File: src/rtl/meikyuu_pkg.sv
// -----------------------------------------------------------------------------
// meikyuu_pkg
// Shared definitions for the push-button conditioning path:
//   - ch_state_t : per-button conditioning FSM states
//   - BTN_*      : bit positions of each button in key_n / press_pulse
//   - cnt_width  : width for the debounce and repeat counters of a channel
// -----------------------------------------------------------------------------
package meikyuu_pkg;

  typedef enum logic [2:0] {
    IDLE      = 3'd0,
    DEB_PRESS = 3'd1,
    HELD      = 3'd2,
    BLINK     = 3'd3,
    DEB_REL   = 3'd4
  } ch_state_t;

  localparam int unsigned NUM_BTNS  = 32'd4;
  localparam int unsigned BTN_UP    = 32'd3;
  localparam int unsigned BTN_DOWN  = 32'd2;
  localparam int unsigned BTN_LEFT  = 32'd1;
  localparam int unsigned BTN_RIGHT = 32'd0;

  // One spare bit above the largest timing parameter, so the counters
  // can always represent every compare value and still saturate cleanly.
  function automatic int unsigned cnt_width(input int unsigned a,
                                            input int unsigned b,
                                            input int unsigned c);
    int unsigned m;
    m = a;
    m = (b > m) ? b : m;
    m = (c > m) ? c : m;
    return int'($clog2(m)) + 32'd1;
  endfunction

endpackage

File: src/rtl/debounce_channel.sv
// -----------------------------------------------------------------------------
// debounce_channel
// Conditions one raw active-low button: two-flop synchronizer, debounce
// FSM with a stability counter, and an optional auto-repeat generator that
// inserts a single-cycle release "blink" while the button stays held.
// Ports:
//   clk      in  1  system clock, rising edge
//   reset    in  1  synchronous, active-low
//   key_n    in  1  raw asynchronous button, active-low
//   level_n  out 1  conditioned level, active-low, registered
//   press    out 1  one-cycle pulse per accepted press or repeat, registered
// -----------------------------------------------------------------------------
module debounce_channel
  import meikyuu_pkg::*;
#(
  parameter int unsigned DEBOUNCE_CYCLES = 32'd250000,
  parameter int unsigned REPEAT_DELAY    = 32'd0,
  parameter int unsigned REPEAT_RATE     = 32'd3125000
) (
  input  logic clk,
  input  logic reset,
  input  logic key_n,
  output logic level_n,
  output logic press
);

  localparam int unsigned CNT_W = cnt_width(DEBOUNCE_CYCLES, REPEAT_DELAY, REPEAT_RATE);
  localparam logic [CNT_W-1:0] CNT_ZERO   = {CNT_W{1'b0}};
  localparam logic [CNT_W-1:0] CNT_MAX    = {CNT_W{1'b1}};
  localparam logic [CNT_W-1:0] CNT_ONE    = CNT_W'(32'd1);
  localparam logic [CNT_W-1:0] DEB_LAST   = CNT_W'(DEBOUNCE_CYCLES - 32'd1);
  localparam logic [CNT_W-1:0] DELAY_LAST = (REPEAT_DELAY == 32'd0) ? CNT_ZERO
                                          : CNT_W'(REPEAT_DELAY - 32'd1);
  localparam logic [CNT_W-1:0] RATE_LAST  = CNT_W'(REPEAT_RATE - 32'd1);
  localparam logic             REPEAT_EN  = (REPEAT_DELAY != 32'd0);

  logic             sync1_q, sync1_d;
  logic             sync2_q, sync2_d;
  ch_state_t        state_q, state_d;
  logic [CNT_W-1:0] deb_cnt_q, deb_cnt_d;
  logic [CNT_W-1:0] rpt_cnt_q, rpt_cnt_d;
  logic             first_q, first_d;
  logic             level_q, level_d;
  logic             pulse_q, pulse_d;
  logic [CNT_W-1:0] rpt_last;

  function automatic logic [CNT_W-1:0] sat_inc(input logic [CNT_W-1:0] v);
    return (v == CNT_MAX) ? v : v + CNT_ONE;
  endfunction

  // State register: every flop of the channel.
  always_ff @(posedge clk) begin
    if (!reset) begin
      sync1_q   <= 1'b1;
      sync2_q   <= 1'b1;
      state_q   <= IDLE;
      deb_cnt_q <= CNT_ZERO;
      rpt_cnt_q <= CNT_ZERO;
      first_q   <= 1'b0;
      level_q   <= 1'b1;
      pulse_q   <= 1'b0;
    end else begin
      sync1_q   <= sync1_d;
      sync2_q   <= sync2_d;
      state_q   <= state_d;
      deb_cnt_q <= deb_cnt_d;
      rpt_cnt_q <= rpt_cnt_d;
      first_q   <= first_d;
      level_q   <= level_d;
      pulse_q   <= pulse_d;
    end
  end

  // Synchronizer shift path.
  always_comb begin
    sync1_d = key_n;
    sync2_d = sync1_q;
  end

  // The first repeat waits REPEAT_DELAY, later ones REPEAT_RATE.
  always_comb begin
    if (first_q) begin
      rpt_last = DELAY_LAST;
    end else begin
      rpt_last = RATE_LAST;
    end
  end

  // Next-state logic; sync2_q is the synchronized button.
  always_comb begin
    state_d = state_q;
    case (state_q)
      IDLE: begin
        if (!sync2_q) state_d = DEB_PRESS;
        else          state_d = IDLE;
      end
      DEB_PRESS: begin
        if (sync2_q)                     state_d = IDLE;
        else if (deb_cnt_q == DEB_LAST)  state_d = HELD;
        else                             state_d = DEB_PRESS;
      end
      HELD: begin
        if (sync2_q)                                  state_d = DEB_REL;
        else if (REPEAT_EN && (rpt_cnt_q == rpt_last)) state_d = BLINK;
        else                                          state_d = HELD;
      end
      BLINK: begin
        state_d = HELD;
      end
      DEB_REL: begin
        if (!sync2_q)                    state_d = HELD;
        else if (deb_cnt_q == DEB_LAST)  state_d = IDLE;
        else                             state_d = DEB_REL;
      end
      default: begin
        state_d = IDLE;
      end
    endcase
  end

  // Debounce / repeat counters and the first-repeat flag.
  always_comb begin
    deb_cnt_d = deb_cnt_q;
    rpt_cnt_d = rpt_cnt_q;
    first_d   = first_q;
    case (state_q)
      IDLE: begin
        deb_cnt_d = CNT_ZERO;
      end
      DEB_PRESS: begin
        if (sync2_q) begin
          deb_cnt_d = CNT_ZERO;
        end else if (deb_cnt_q == DEB_LAST) begin
          deb_cnt_d = CNT_ZERO;
          rpt_cnt_d = CNT_ZERO;
          first_d   = 1'b1;
        end else begin
          deb_cnt_d = sat_inc(deb_cnt_q);
        end
      end
      HELD: begin
        if (sync2_q) begin
          // Repeat count is kept so a release bounce does not restart it.
          deb_cnt_d = CNT_ZERO;
        end else if (REPEAT_EN && (rpt_cnt_q == rpt_last)) begin
          rpt_cnt_d = CNT_ZERO;
          first_d   = 1'b0;
        end else if (REPEAT_EN) begin
          rpt_cnt_d = sat_inc(rpt_cnt_q);
        end else begin
          rpt_cnt_d = rpt_cnt_q;
        end
      end
      BLINK: begin
        // The blink cycle itself counts toward the next repeat interval,
        // which makes blinks exactly REPEAT_RATE cycles apart.
        rpt_cnt_d = sat_inc(rpt_cnt_q);
      end
      DEB_REL: begin
        if (!sync2_q) begin
          deb_cnt_d = CNT_ZERO;
        end else if (deb_cnt_q == DEB_LAST) begin
          deb_cnt_d = CNT_ZERO;
        end else begin
          deb_cnt_d = sat_inc(deb_cnt_q);
        end
      end
      default: begin
        deb_cnt_d = CNT_ZERO;
        rpt_cnt_d = CNT_ZERO;
        first_d   = 1'b0;
      end
    endcase
  end

  // Output decode from the upcoming state so the outputs leave a flop.
  always_comb begin
    level_d = 1'b1;
    pulse_d = 1'b0;
    case (state_d)
      HELD, DEB_REL: level_d = 1'b0;
      default:       level_d = 1'b1;
    endcase
    if ((state_d == HELD) && ((state_q == DEB_PRESS) || (state_q == BLINK))) begin
      pulse_d = 1'b1;
    end else begin
      pulse_d = 1'b0;
    end
  end

  assign level_n = level_q;
  assign press   = pulse_q;

endmodule

File: src/rtl/button_conditioner.sv
// -----------------------------------------------------------------------------
// button_conditioner
// Four independent debounce/auto-repeat channels for the up/down/left/right
// buttons feeding the player movement stage.
// Ports:
//   CLOCK_25     in  1  25 MHz system clock
//   reset        in  1  synchronous, active-low
//   key_n        in  4  raw buttons, active-low ([3]=up [2]=down [1]=left [0]=right)
//   btn_up..btn_right out 1 each  conditioned levels, active-low
//   press_pulse  out 4  one-cycle press/repeat pulses, same bit order as key_n
// -----------------------------------------------------------------------------
module button_conditioner
  import meikyuu_pkg::*;
#(
  parameter int unsigned DEBOUNCE_CYCLES = 32'd250000,
  parameter int unsigned REPEAT_DELAY    = 32'd0,
  parameter int unsigned REPEAT_RATE     = 32'd3125000
) (
  input  logic       CLOCK_25,
  input  logic       reset,
  input  logic [3:0] key_n,
  output logic       btn_up,
  output logic       btn_down,
  output logic       btn_left,
  output logic       btn_right,
  output logic [3:0] press_pulse
);

  logic [NUM_BTNS-1:0] level_n;

  for (genvar gi = 0; gi < NUM_BTNS; gi++) begin : g_ch
    debounce_channel #(
      .DEBOUNCE_CYCLES (DEBOUNCE_CYCLES),
      .REPEAT_DELAY    (REPEAT_DELAY),
      .REPEAT_RATE     (REPEAT_RATE)
    ) u_ch (
      .clk     (CLOCK_25),
      .reset   (reset),
      .key_n   (key_n[gi]),
      .level_n (level_n[gi]),
      .press   (press_pulse[gi])
    );
  end

  assign btn_up    = level_n[BTN_UP];
  assign btn_down  = level_n[BTN_DOWN];
  assign btn_left  = level_n[BTN_LEFT];
  assign btn_right = level_n[BTN_RIGHT];

endmodule

File: config.mk
export PLATFORM = sky130hd
export DESIGN_NAME = button_conditioner
export DESIGN_NICKNAME = d
export VERILOG_FILES = /design/src/rtl/meikyuu_pkg.sv /design/src/rtl/debounce_channel.sv /design/src/rtl/button_conditioner.sv
export SDC_FILE = /design/constraint.sdc
export NUM_CORES = 1
export LEC_CHECK = 0
export CELL_PAD_IN_SITES_DETAIL_PLACEMENT = 0
export CELL_PAD_IN_SITES_GLOBAL_PLACEMENT = 2
export CORE_ASPECT_RATIO = 0.7
export CORE_UTILIZATION = 40
export DETAILED_ROUTE_END_ITERATION = 10
export PLACE_DENSITY_LB_ADDON = 0.15
export SYNTH_ARGS = -nofsm -noshare
export SYNTH_HDL_FRONTEND = slang
export SYNTH_HIERARCHICAL = 1
export SYNTH_SLANG_ARGS = --single-unit
File: constraint.sdc
create_clock -name CLOCK_25 -period 5.2 [get_ports CLOCK_25]
set_clock_uncertainty 0.05 [all_clocks]
set_input_delay 1.04 -clock CLOCK_25 [delete_from_list [all_inputs] [get_ports CLOCK_25]]
set_output_delay 1.04 -clock CLOCK_25 [all_outputs]
set_load 0.05 [all_outputs]
== After elaboration in Yosys (flattened, before gate mapping) ==
Cells that the tools add are included.

* $add $sub $neg: 4
* Equality and inequality tests: 36
* Muxes and demuxes: 60
* Bitwise gates (word level): 4
* Reduce and logical (&&, ||, !) cells: 20

{| class="wikitable"
|+ Operators with widths
! kind !! count
|-
| 23-bit two-way mux || 20
|-
| 23-bit case mux with 4 select lines || 4
|-
| 23-bit by 1-bit adder with 23-bit output (second input constant) || 4
|-
| 23-bit by 18-bit == test with 1-bit output (second input constant) || 4
|-
| 23-bit == test (second input constant) || 4
|-
| 3-bit case mux with 5 select lines || 4
|-
| 3-bit two-way mux || 16
|-
| 3-bit by 2-bit == test with 1-bit output (second input constant) || 12
|-
| 3-bit == test (second input constant) || 8
|-
| 3-bit by 1-bit == test with 1-bit output (second input constant) || 4
|-
| 3-bit logical NOT || 4
|-
| 1-bit two-way mux || 12
|-
| 2-bit two-way mux || 4
|-
| 2-bit by 1-bit != test with 1-bit output (second input constant) || 4
|-
| 2-bit AND reduction || 4
|-
| 2-bit OR reduction || 4
|-
| 1-bit logical AND || 4
|-
| 1-bit logical OR || 4
|-
| 1-bit inverter || 4
|}

* Bits in registers: 120
* Input port bits: 6
* Word-level logic and storage cells: 148

== Longest topological paths before layout ==
* Depth in word-level cells: 7
* Depth in mapped cells: 9

== Hierarchy ==
The synthesis kept the hierarchy.

{| class="wikitable"
|+ By module, submodules not included
! module !! instances !! cells each !! area an instance (µm²)
|-
| debounce_channel (g_ch[0].u_ch ...) || 3 || 213 || 1762.9
|-
| debounce_channel (g_ch[3].u_ch) || 1 || 209 || 1773.0
|}

== Least setup slack after synthesis ==
No wires, ideal clock.

* Path kind: input-to-reg
* Start: input port reset
* End: register g_ch[0].u_ch.deb_cnt_q[12]
* Arrival time: 2.139 ns
* Data required time: 5.021 ns
* Slack: 2.882 ns
* Cell stages on the path: 4
* Path buffers: 2
* Cell sequence: inv_1 dlymetal6s2s_1 dlygate4sd3_1 nor3_1

{| class="wikitable"
|+ RTL lines
! what !! line !! RTL
|-
| from (decl) || button_conditioner.sv:20 || <nowiki>input logic reset,</nowiki>
|-
| to (signal assigned) || debounce_channel.sv:66 || <nowiki>deb_cnt_q <= deb_cnt_d;</nowiki>
|-
| to (decl) || debounce_channel.sv:40 || <nowiki>logic [CNT_W-1:0] deb_cnt_q, deb_cnt_d;</nowiki>
|}

No word-level cell between the ends.

==> summary.md <==
| Metric | Value |
|---|---|
| Share of the synthesized area in the top cell type | 34.02% |
| Total wire length | around 20000 µm |
| CTS resizes | 0 |
| Crit path required time | approximately 5.5 ns |
| Hold bufs inserted after CTS | 0 |
| FF+latch count, synth | between 100 and 150 |
| Clk buf depth | 2 |
| Chip Height | around 110 µm |
| Port Buffers | 13 |
| Starting density of the core | 41.02% |
| Logic gate share of total power | 1.7% |
| # diodes | 0 |
| Die W | 160.8 µm |
| Hpwl dp | between 10000 and 15000 µm |
| Multi-input combinational cell area | between 0.004 and 0.005 mm² |
| Max stage delay on crit path | 0.62 ns |
| Pwr/cell area | between 200 and 300 mW/mm² |
| Row cnt | 40 |
| Final hold vios | 0 |
| Post-Layout Cell Count | ~1100 |
| Min Clock Period, post-route | between 2 and 3 ns |
| Most frequent cells in the layout | 120 x dfxtp_1, 88 x nand2_1, 71 x a21oi_1 |
| Crit-path slowest cell | inv_1 |
| Reg2reg end | g_ch[0].u_ch/deb_cnt_q[14] |
| Fill count | 1715 |
| Clock sinks | 120 |
| Vias in the first global route | approximately 6300 |
| Setup TNS | 0 ns |
| Core ar. | about 0.017 mm² |
| Die area | around 0.018 mm² |
| EDFF count, synth | 0 |
| CP Capture Point | g_ch[3].u_ch/level_n |
| Largest net degree at the start of global routing | 43 |
| CP endpoint kind | flip-flop |
| DRT iter0 DRCs | 586 |
| Leak | around 2.3 nW |
| NetSw | around 460 µW |
| Yosys top cell by area | dfxtp_1 |
| First drt pass iteration count | 5 |
| Worst setup path start | reset |
| Max-Cap Viols | 0 |
| H-tree Lvls | 4 |
| Setup slack after layout | ~2.4 ns |
| GRT Residual Overflow | 0 |
| Slew headroom | between 30 and 40% |
| CTS tree | built |
| Post-synth ARST share | 0% |
| Crit Reg-Reg Startpoint | g_ch[0].u_ch/deb_cnt_q[0] |
| Seq pwr share | a little over two fifths |
| RSZ-0062 raised after global routing | no |
| Mean Syn Cell Area | roughly 8.3 µm² |
| Synth top area cells | dfxtp_1 34%, a21oi_1 5.0%, nand2_1 4.7% |
| Cell Count Post-Placement | approximately 1000 |
| Final setup viols | 0 |
| Share of layout cells above drive strength 1 | 10.33% |
| Power Internal | about 1.7 mW |
| Reg2Reg Setup Slack | roughly 2.6 ns |
| Primary FF master, synth | dfxtp_1 |
| Fmax | between 300 and 400 MHz |
| Synth unique cells | 74 |
| Overall Power | between 2 and 2.5 mW |
| Critical path class | in2reg |
| IO Count | 14 |
| GRT Util Overall | a little over a fifth |
| First-pass GRT wire length | roughly 32000 µm |
| Worst IR Drop VDD | between 100 and 150 µV |
| GP Congestion | roughly 0.83 |
| Least-Margin Pin Slew | between 0.9 and 1 ns |
| Post-DP Area | between 0.007 and 0.008 mm² |
| R2R depth | 7 |
| Final ANT Viol Nets | 0 |
| Crit start category | input port |
| Clock Pin Slew Worst Setup and Hold Paths | 0.05 ns |
| Setup Buffers After CTS | 0 |
| WL per Instance | between 15 and 20 µm |
| Most common cell after layout, fill and taps aside | dfxtp_1 |
| Initial antenna violation count | 0 |
| Via count | ~6800 |
| Sw frac | a little over a fifth |
| Residual DRC | 0 |
| Seq/Total Area, Yosys | 34.02% |
| Drt via density | between 6 and 7 |
| Critical path cell sequence | buf_2 -> inv_1 -> o41a_1 -> o41ai_1 -> nor2_1 |
| Yosys warning count | 6 |
| Fin crit share | 53.22% |
| Design Area, Final | approximately 0.0078 mm² |
| Final net count | 840 |
| Clock power frac | between 50% and 60% |
| DP Worst Slack | approximately 2.0 ns |
| Clock root buffer | clkbuf_16 |
| Net Count, Synth | between 800 and 900 |
| Clock latency on the worst-skew pair | roughly 0.43 ns |
| Fin. max-slew vios | 0 |
| Post-Synthesis Cells | between 800 and 900 |
| Crit Path Max Fanout | 42 |
| Worst hold path type | reg2reg |
| Run status | complete, no violations |
| Mapped Area | approximately 0.007 mm² |
| Critical path arrival | 3.02 ns |
| Area Growth Syn to Fin | 9.780% |
| FF+latch area | ~0.0024 mm² |
| Cts bufs inserted | 17 |
==> through the flow <==
| step | utilization, % | hold slack (ns) |
|---|---|---|
| 3_5_place_dp | 41.56 | 0.3440 |
| 4_1_cts | 45.03 | 0.3564 |
| 6_report | 45.03 | 0.3543 |
| 5_1_grt | 45.03 | 0.3802 |
| 2_1_floorplan | - | 0.3363 |
| 3_3_place_gp | 41.56 | 0.3398 |
==> kinds of logic after synthesis <==
kind of cell	count (synthesis)	synth area share (%)
simple gates	359	30.12
compound gates	288	28.86
flops	120	34.02
buf+inv	77	6.290
fa+ha+maj	4	0.7087
==> worst max-delay path: cells and delay by family <==
family	cells	cell delay (ns)
AO/OA/AOI/OAI	2	0.62
AND/OR/NAND/NOR	1	0.07
buffers and inverters	2	1.23
==> how the worst min path moves through the flow <==
| stage | from | to | cells after the start |
|---|---|---|---|
| floorplan | g_ch[0].u_ch/sync1_q | g_ch[0].u_ch/sync2_q | 1 |
| CTS | g_ch[0].u_ch/sync1_q | g_ch[0].u_ch/sync2_q | 1 |
| global placement | g_ch[0].u_ch/sync1_q | g_ch[0].u_ch/sync2_q | 1 |
| finish | g_ch[0].u_ch/sync1_q | g_ch[0].u_ch/sync2_q | 1 |
| global route | g_ch[1].u_ch/sync1_q | g_ch[1].u_ch/sync2_q | 1 |
| detailed placement | g_ch[0].u_ch/sync1_q | g_ch[0].u_ch/sync2_q | 1 |
==> routing by layer <==
layer | wire length (µm) | GRT usage (%) | vias to the layer above | part of all wire, %
met4 | 278 | 7.862 | 0 | 1.4
li1 | - | - | 3313 | -
met1 | 10070 | 31.72 | 3331 | 52
met5 | 0 | 0 | - | 0
met2 | 8353 | 32.38 | 163 | 43
met3 | 831 | 4.069 | 24 | 4.3
==> power groups by stage <==
stage                     clock, mW  sequential, mW  combinational, mW
final                          1.21           0.928             0.0372
after global routing           1.28           0.928             0.0407
after CTS                      1.23           0.928             0.0376
after detailed placement          0           0.948             0.0377
after global placement            0           0.947             0.0367
after floorplan                   0           0.946             0.0270
==> area by class of cell <==
class                           count  area share [%]
Clock buffer                       22           6.117
Clock inverter                      9           1.582
Inverter                           21           1.017
Multi-Input combinational cell    651           54.37
Sequential cell                   120           30.99
Tap cell                          231           3.728
Timing Repair Buffer               19           2.195
==> synthesized netlist by cell type (12+ instances only) <==
cell type / count
a211oi_1: 16
a311oi_1: 32
nor2_1: 37
nand4_1: 27
and4_1: 27
and3_1: 21
buf_2: 13
nor4_1: 15
nand3_1: 32
nor3_1: 16
nand2_1: 88
nand2b_1: 17
a31o_2: 13
a31oi_1: 25
o21ai_0: 38
dfxtp_1: 120
clkbuf_1: 18
a41oi_1: 12
a21oi_1: 71
and2_1: 13
inv_1: 21
==> state kept, by name, summed over array words and instances (netlist names) <==
register and flops:
g_ch.u_ch/sync2_q 4, g_ch.u_ch/state_q 12, g_ch.u_ch/deb_cnt_q 92, g_ch.u_ch/level_n 4, g_ch.u_ch/sync1_q 4, g_ch.u_ch/press 4
Note: power is estimated with default switching activity, not from simulation.
